===== config.mk =====
export PLATFORM = sky130hd
export DESIGN_NAME = pulse_stream_arbiter
export DESIGN_NICKNAME = d
export VERILOG_FILES = /design/src/rtl/pulse_stream_arbiter.sv
export SDC_FILE = /design/constraint.sdc
export NUM_CORES = 1
export LEC_CHECK = 0
export CORE_MARGIN = 2
export CORE_UTILIZATION = 53
export DETAILED_ROUTE_END_ITERATION = 8
export PLACE_DENSITY = 0.79
export SYNTH_ARGS = -nofsm -noshare
export SYNTH_HDL_FRONTEND = slang
export SYNTH_SLANG_ARGS = --single-unit

===== constraint.sdc =====
create_clock -name clock -period 3.7 [get_ports clock]
set_input_delay 0.555 -clock clock [delete_from_list [all_inputs] [get_ports clock]]
set_output_delay 0.555 -clock clock [all_outputs]
set_load 0.01 [all_outputs]

===== src/rtl/pulse_stream_arbiter.sv =====
`default_nettype none
// ============================================================================
// Module   : pulse_stream_arbiter
// Purpose  : Round-robin sharing of one pulse output between CHANNEL_COUNT
//            synchronous pulse sources. Sources are switched only while the
//            selected stream is inactive, so no pulse is truncated and no
//            runt pulse is produced. Each grant lasts a programmable number
//            of complete pulses (0 = unlimited).
// Ports    : clock            - sole clock, rising edge
//            reset_n          - asynchronous active-low reset
//            clock_enable     - freezes all state when low
//            requests         - level request per source
//            pulses_in        - pulse stream per source
//            pulses_per_grant - per-grant pulse quota, sampled at grant
//            grant            - registered one-hot selected channel
//            gate_open        - registered, high while selected stream passes
//            pulses_out       - gated copy of the selected stream
// Revision : 1.0 - initial release
// ============================================================================
module pulse_stream_arbiter #(
  parameter int   CHANNEL_COUNT      = 4,
  parameter logic PULSE_ACTIVE_LEVEL = 1'b1,
  parameter int   PULSE_COUNT_WIDTH  = 8
) (
  input  logic                         clock,
  input  logic                         reset_n,
  input  logic                         clock_enable,
  input  logic [CHANNEL_COUNT-1:0]     requests,
  input  logic [CHANNEL_COUNT-1:0]     pulses_in,
  input  logic [PULSE_COUNT_WIDTH-1:0] pulses_per_grant,
  output logic [CHANNEL_COUNT-1:0]     grant,
  output logic                         gate_open,
  output logic                         pulses_out
);

  localparam int IDX_W = (CHANNEL_COUNT > 1) ? $clog2(CHANNEL_COUNT) : 1;
  localparam logic [IDX_W-1:0] LAST_IDX = IDX_W'(CHANNEL_COUNT - 1);
  localparam logic INACTIVE_LEVEL = ~PULSE_ACTIVE_LEVEL;

  typedef enum logic [1:0] {
    S_IDLE  = 2'd0,
    S_ARM   = 2'd1,
    S_OPEN  = 2'd2,
    S_DRAIN = 2'd3
  } state_t;

  state_t                         state, state_nx;
  logic [CHANNEL_COUNT-1:0]       grant_nx;
  logic                           gate_nx;
  logic [PULSE_COUNT_WIDTH-1:0]   count, count_nx;
  logic [PULSE_COUNT_WIDTH-1:0]   quota, quota_nx;
  logic [IDX_W-1:0]               last_granted, last_nx;
  logic                           prev_sample, prev_nx;

  // Round-robin search helpers
  logic                           found;
  logic [IDX_W-1:0]               pick_idx;
  logic [IDX_W-1:0]               cand;

  // Selected-channel views; last_granted is the selected index while granted
  logic                           sel_in;
  logic                           sel_req;
  logic                           in_active;
  logic                           completion;
  logic [PULSE_COUNT_WIDTH:0]     count_sum;
  logic                           quota_hit;
  logic                           close_now;

  function automatic logic [IDX_W-1:0] wrap_idx(input logic [IDX_W-1:0] base,
                                                 input int offset);
    int s;
    s = (int'(base) + offset) % CHANNEL_COUNT;
    return s[IDX_W-1:0];
  endfunction

  // First requester strictly after last_granted, wrapping around
  always_comb begin
    found    = 1'b0;
    pick_idx = last_granted;
    cand     = last_granted;
    for (int k = 1; k <= CHANNEL_COUNT; k++) begin
      cand = wrap_idx(last_granted, k);
      if (!found && requests[cand]) begin
        found    = 1'b1;
        pick_idx = cand;
      end
    end
  end

  assign sel_in     = pulses_in[last_granted];
  assign sel_req    = requests[last_granted];
  assign in_active  = (sel_in == PULSE_ACTIVE_LEVEL);
  // Complete pulse: active last sample, inactive now
  assign completion = (prev_sample == PULSE_ACTIVE_LEVEL) && !in_active;
  // One extra bit so count+completion cannot wrap before the compare
  assign count_sum  = {1'b0, count} + {{PULSE_COUNT_WIDTH{1'b0}}, completion};
  assign quota_hit  = (quota != '0) && (count_sum == {1'b0, quota});
  assign close_now  = !sel_req || quota_hit;

  always_comb begin
    state_nx = state;
    grant_nx = grant;
    gate_nx  = gate_open;
    count_nx = count;
    quota_nx = quota;
    last_nx  = last_granted;
    prev_nx  = prev_sample;
    case (state)
      S_IDLE: begin
        grant_nx = '0;
        gate_nx  = 1'b0;
        if (found) begin
          grant_nx           = '0;
          grant_nx[pick_idx] = 1'b1;
          quota_nx           = pulses_per_grant;
          count_nx           = '0;
          last_nx            = pick_idx;
          state_nx           = S_ARM;
        end
      end
      S_ARM: begin
        if (!sel_req) begin
          grant_nx = '0;
          state_nx = S_IDLE;
        end else if (!in_active) begin
          // Entering between pulses: the edge detector starts from inactive
          gate_nx  = 1'b1;
          prev_nx  = INACTIVE_LEVEL;
          state_nx = S_OPEN;
        end
      end
      S_OPEN: begin
        prev_nx = sel_in;
        if (completion && (count != '1)) begin
          count_nx = count + 1'b1;
        end
        if (close_now) begin
          if (!in_active) begin
            gate_nx  = 1'b0;
            grant_nx = '0;
            state_nx = S_IDLE;
          end else begin
            state_nx = S_DRAIN;
          end
        end
      end
      S_DRAIN: begin
        prev_nx = sel_in;
        if (!in_active) begin
          gate_nx  = 1'b0;
          grant_nx = '0;
          state_nx = S_IDLE;
        end
      end
      default: begin
        gate_nx  = 1'b0;
        grant_nx = '0;
        state_nx = S_IDLE;
      end
    endcase
  end

  always_ff @(posedge clock or negedge reset_n) begin
    if (!reset_n) begin
      state        <= S_IDLE;
      grant        <= '0;
      gate_open    <= 1'b0;
      count        <= '0;
      quota        <= '0;
      last_granted <= LAST_IDX;
      prev_sample  <= INACTIVE_LEVEL;
    end else if (clock_enable) begin
      state        <= state_nx;
      grant        <= grant_nx;
      gate_open    <= gate_nx;
      count        <= count_nx;
      quota        <= quota_nx;
      last_granted <= last_nx;
      prev_sample  <= prev_nx;
    end
  end

  // Zero-latency pass-through; reset clears gate_open so the output idles at once
  assign pulses_out = gate_open ? sel_in : INACTIVE_LEVEL;

endmodule
`default_nettype wire


==> results.txt <==
----------------------------------------------------
[Detailed routing]
  Via count ... between 1,000 and 1,500
  Average wire per standard cell ... approximately 15 um
  Mean number of vias per cell ... about 6.0
  Number of antenna-violating nets in the routed design ... 0
  Detailed-route DRC error count ... 0
  Detailed-routing iteration count for the pre-antenna-repair pass ... 4
  Routed Wire Length ... 3390 um
  DRC violation total after the first TritonRoute iteration ... 34

[Global routing]
  Antenna violations before repair ... 0
  Maximum number of pins on one net before global-route repair ... 27
  Combined global-route utilization of all metal layers ... 22.2%
  Via count of the first global-routing pass ... 1,352
  Wire length of the first global-routing pass ... around 6000 um
  Total congestion overflow after global routing ... 0

[Floorplanning]
  Die span in x ... between 50 and 60 um
  Full die area ... around 3500 um^2
  Row count ... 20
  Area of the core region ... approximately 3000 um^2
  Initial cell density of the core ... 54.3%
  I/O pin cnt ... 25
  Die extent in y ... ~60 um

[Synthesis]
  Most frequent cell after synthesis ... sky130_fd_sc_hd__nand2_1
  Yosys reg bits ... 26
  Fraction of synthesized cell area taken by the top area cell type ... 37.1%
  Library cell with the largest summed area after synthesis ... sky130_fd_sc_hd__dfrtp_1
  Most frequent cells after synthesis ... sky130_fd_sc_hd__nand2_1, sky130_fd_sc_hd__dfrtp_1, sky130_fd_sc_hd__nor2_1
  Leading post-synthesis cells by cell area ... sky130_fd_sc_hd__dfrtp_1, sky130_fd_sc_hd__nand2_1, sky130_fd_sc_hd__xnor2_1, sky130_fd_sc_hd__dfstp_2, sky130_fd_sc_hd__nor2_1
  Fraction of registers with async set or reset after synthesis ... 100%
  Post-Synthesis Cell Area ... 1620 um^2
  Commonest register cell after synthesis ... sky130_fd_sc_hd__dfrtp_1
  Yosys Warn Count ... 0
  Post-synth EDFFs ... 0
  Total nets after synthesis ... just under 200
  Proportion of synthesized chip area in sequential cells ... between 40% and 50%
  Syn_area_per_cell ... around 9 um^2
  Number of instances in the synthesized netlist ... around 180
  Unique cell type count in the Yosys netlist ... 46

[Worst setup path]
  Maximum fanout along the worst path ... 6
  Critical path's largest stage delay ... about 0.62 ns
  Startpoint type of the worst setup path ... flop
  CP required ... 3.93 ns
  Cell with the largest stage delay on the worst path ... sky130_fd_sc_hd__dfstp_2
  Chain of cells forming the critical path ... mux4_2 > nor2_1 > ha_1 > ha_1 > xor2_1 > a211oi_1 > o211ai_1 > a211oi_1 > o21ai_1 > mux2_2
  Kind of capture point of the worst setup path ... flop
  CP arrival ... 3.46 ns
  Critical path class ... flop to flop

[STA]
  Worst slew margin relative to its limit ... around 23%
  Post-route clock period utilization ... around 87%
  Setup violators final ... 0
  Highest clock rate ... 310 MHz
  Setup TNS ... 0 ns
  Setup clock skew after layout ... around 0.011 ns
  Count of endpoints failing hold in the final timing report ... 0
  Post-route minimum period ... around 3.2 ns
  Setup ws final ... between 0.4 and 0.5 ns
  Max-slew violation count ... 0
  Unrepaired setup endpoints after global routing ... no
  Transition time of the tightest slew-check pin ... between 1 and 1.5 ns

[Clocking]
  Number of buffers added for setup after CTS ... 0
  Max clock buf depth ... 2
  Clock-pin slew on the worst setup and hold paths ... approximately 0.15 ns
  Post-CTS Hold Fix Bufs ... 0
  Skew-Pair Late Insertion Delay ... 0.33 ns
  PostCTS Resize Cnt ... 0
  Root cell of the clock tree ... sky130_fd_sc_hd__clkbuf_4
  Clock tree from TritonCTS ... yes
  Clock H-tree levels ... 1
  Number of buffers created by CTS ... 3
  Sinks on Clock Net ... 26

[Power and ir drop]
  Leak ... roughly 0.87 nW
  Total power of the final layout ... between 1 and 1.5 mW
  Max IR drop VDD ... about 380 uV
  Pwr Density ... 645 nW/um^2

[Run]
  Maxcap violations ... 0

[Final layout]
  Area used by multi-input combinational logic ... 923 um^2
  Area added between synthesis and finish ... 19.7%
  Fill cells ... 244
  Fraction of layout cells with a size suffix above 1 ... 7.58%
  End-of-flow core utilization ... between 60 and 70%
  Final layout net count ... approximately 220
  Cell Count, Final, Fillers Out ... roughly 230
  Total area of sequential cells ... around 650 um^2
  Number of inserted diodes ... 0

[Place]
  Placed cell count ... around 230
  Placer congestion estimate ... approximately 0.84
  Setup slack at placement ... 0.184 ns
  Port Buffer Count ... 24
  Post-detailed-placement half-perimeter wirelength ... between 2000 and 3000 um

[Hold path]
  Kind of path behind the tightest hold check ... flop to flop

[Run status]
  Status ... finished, final reports clean

----------------------------------------------------
## flip-flops by register name, indices dropped and copies added, names as in the netlist
signal        cells
last_granted      2
quota             8
state             2
count             8
prev_sample       1
grant             4
gate_open         1
## cells in the final DEF, fill, tap and decap left out, types with 4 or more instances in the layout
cell                              instances
sky130_fd_sc_hd__o21ai_0                  8
sky130_fd_sc_hd__nand2b_1                 4
sky130_fd_sc_hd__and2_1                   4
sky130_fd_sc_hd__nor2_1                  12
sky130_fd_sc_hd__dfrtp_1                 24
sky130_fd_sc_hd__xnor2_1                  7
sky130_fd_sc_hd__nand3_1                  4
sky130_fd_sc_hd__clkdlybuf4s50_1         24
sky130_fd_sc_hd__xor2_1                   5
sky130_fd_sc_hd__nand2_1                 34
sky130_fd_sc_hd__and4_1                   4
sky130_fd_sc_hd__a21oi_1                  8
sky130_fd_sc_hd__and3_1                   4
## worst paths after layout
path                                  from     endpoint  slack, ns  depth (start not counted)
hold reg to reg                prev_sample  prev_sample       0.52                          1
max in group asynchronous          reset_n     count[3]       2.18                          1
setup reg to reg           last_granted[0]     grant[1]       0.48                         10
min in group asynchronous          reset_n     quota[6]       0.83                          1
setup / recovery           last_granted[0]     grant[1]       0.48                         10
hold / removal                 prev_sample  prev_sample       0.52                          1
## critical path: cells and delay by family, from the launching register on
| family | cells | cell delay (ns) |
|---|---|---|
| DFF | 1 | 0.62 |
| AOI/OAI and AO/OA | 4 | 0.96 |
| muxes | 2 | 0.84 |
| and+or+nand+nor | 1 | 0.15 |
| xor gates and xnor gates | 1 | 0.14 |
| adders and majority gates | 2 | 0.42 |
## per-stage QoR
step / hold slack (ns) / cell area [um^2]
final: 0.519 / 1940
after global routing: 0.541 / 1940
after CTS: 0.526 / 1940
after detailed placement: 0.494 / 1880
after global placement: 0.471 / 1880
after floorplan: 0.259 / 1620
## cells by family after synthesis
group                    share of synthesized area [%]
AO/OA/AOI/OAI                                     16.6
XOR/XNOR                                          7.89
adder cells (fa/ha/maj)                           2.32
buffers and inverters                             2.94
flip-flops                                        40.4
multiplexers                                      5.03
AND/OR/NAND/NOR                                   24.8
## per-layer routing
| layer | wire length [um] | part of all wire (%) | GRT usage (%) |
|---|---|---|---|
| met1 | 1470 | 43 | 26.9 |
| met2 | 1720 | 51 | 38.8 |
| met3 | 116 | 3.4 | 3.28 |
| met4 | 79 | 2.3 | 9.74 |
| met5 | 0 | 0 | 0 |
## power by group
group          switching [mW]  total (mW)  internal (mW)
Sequential              0.122       0.508          0.385
Clock                  0.0863       0.196          0.110
Combinational           0.266       0.546          0.280
## layout make-up
cell class,count,share of cell area (%)
clock buffers,3,1.16
repair buffers,26,13.2
inverters,3,0.581
flip-flops and latches,26,33.7
multi-input cells,139,47.7
clock inverters,1,1.55
well taps,33,2.13
No activity file was read; power rests on OpenSTA's default activity.
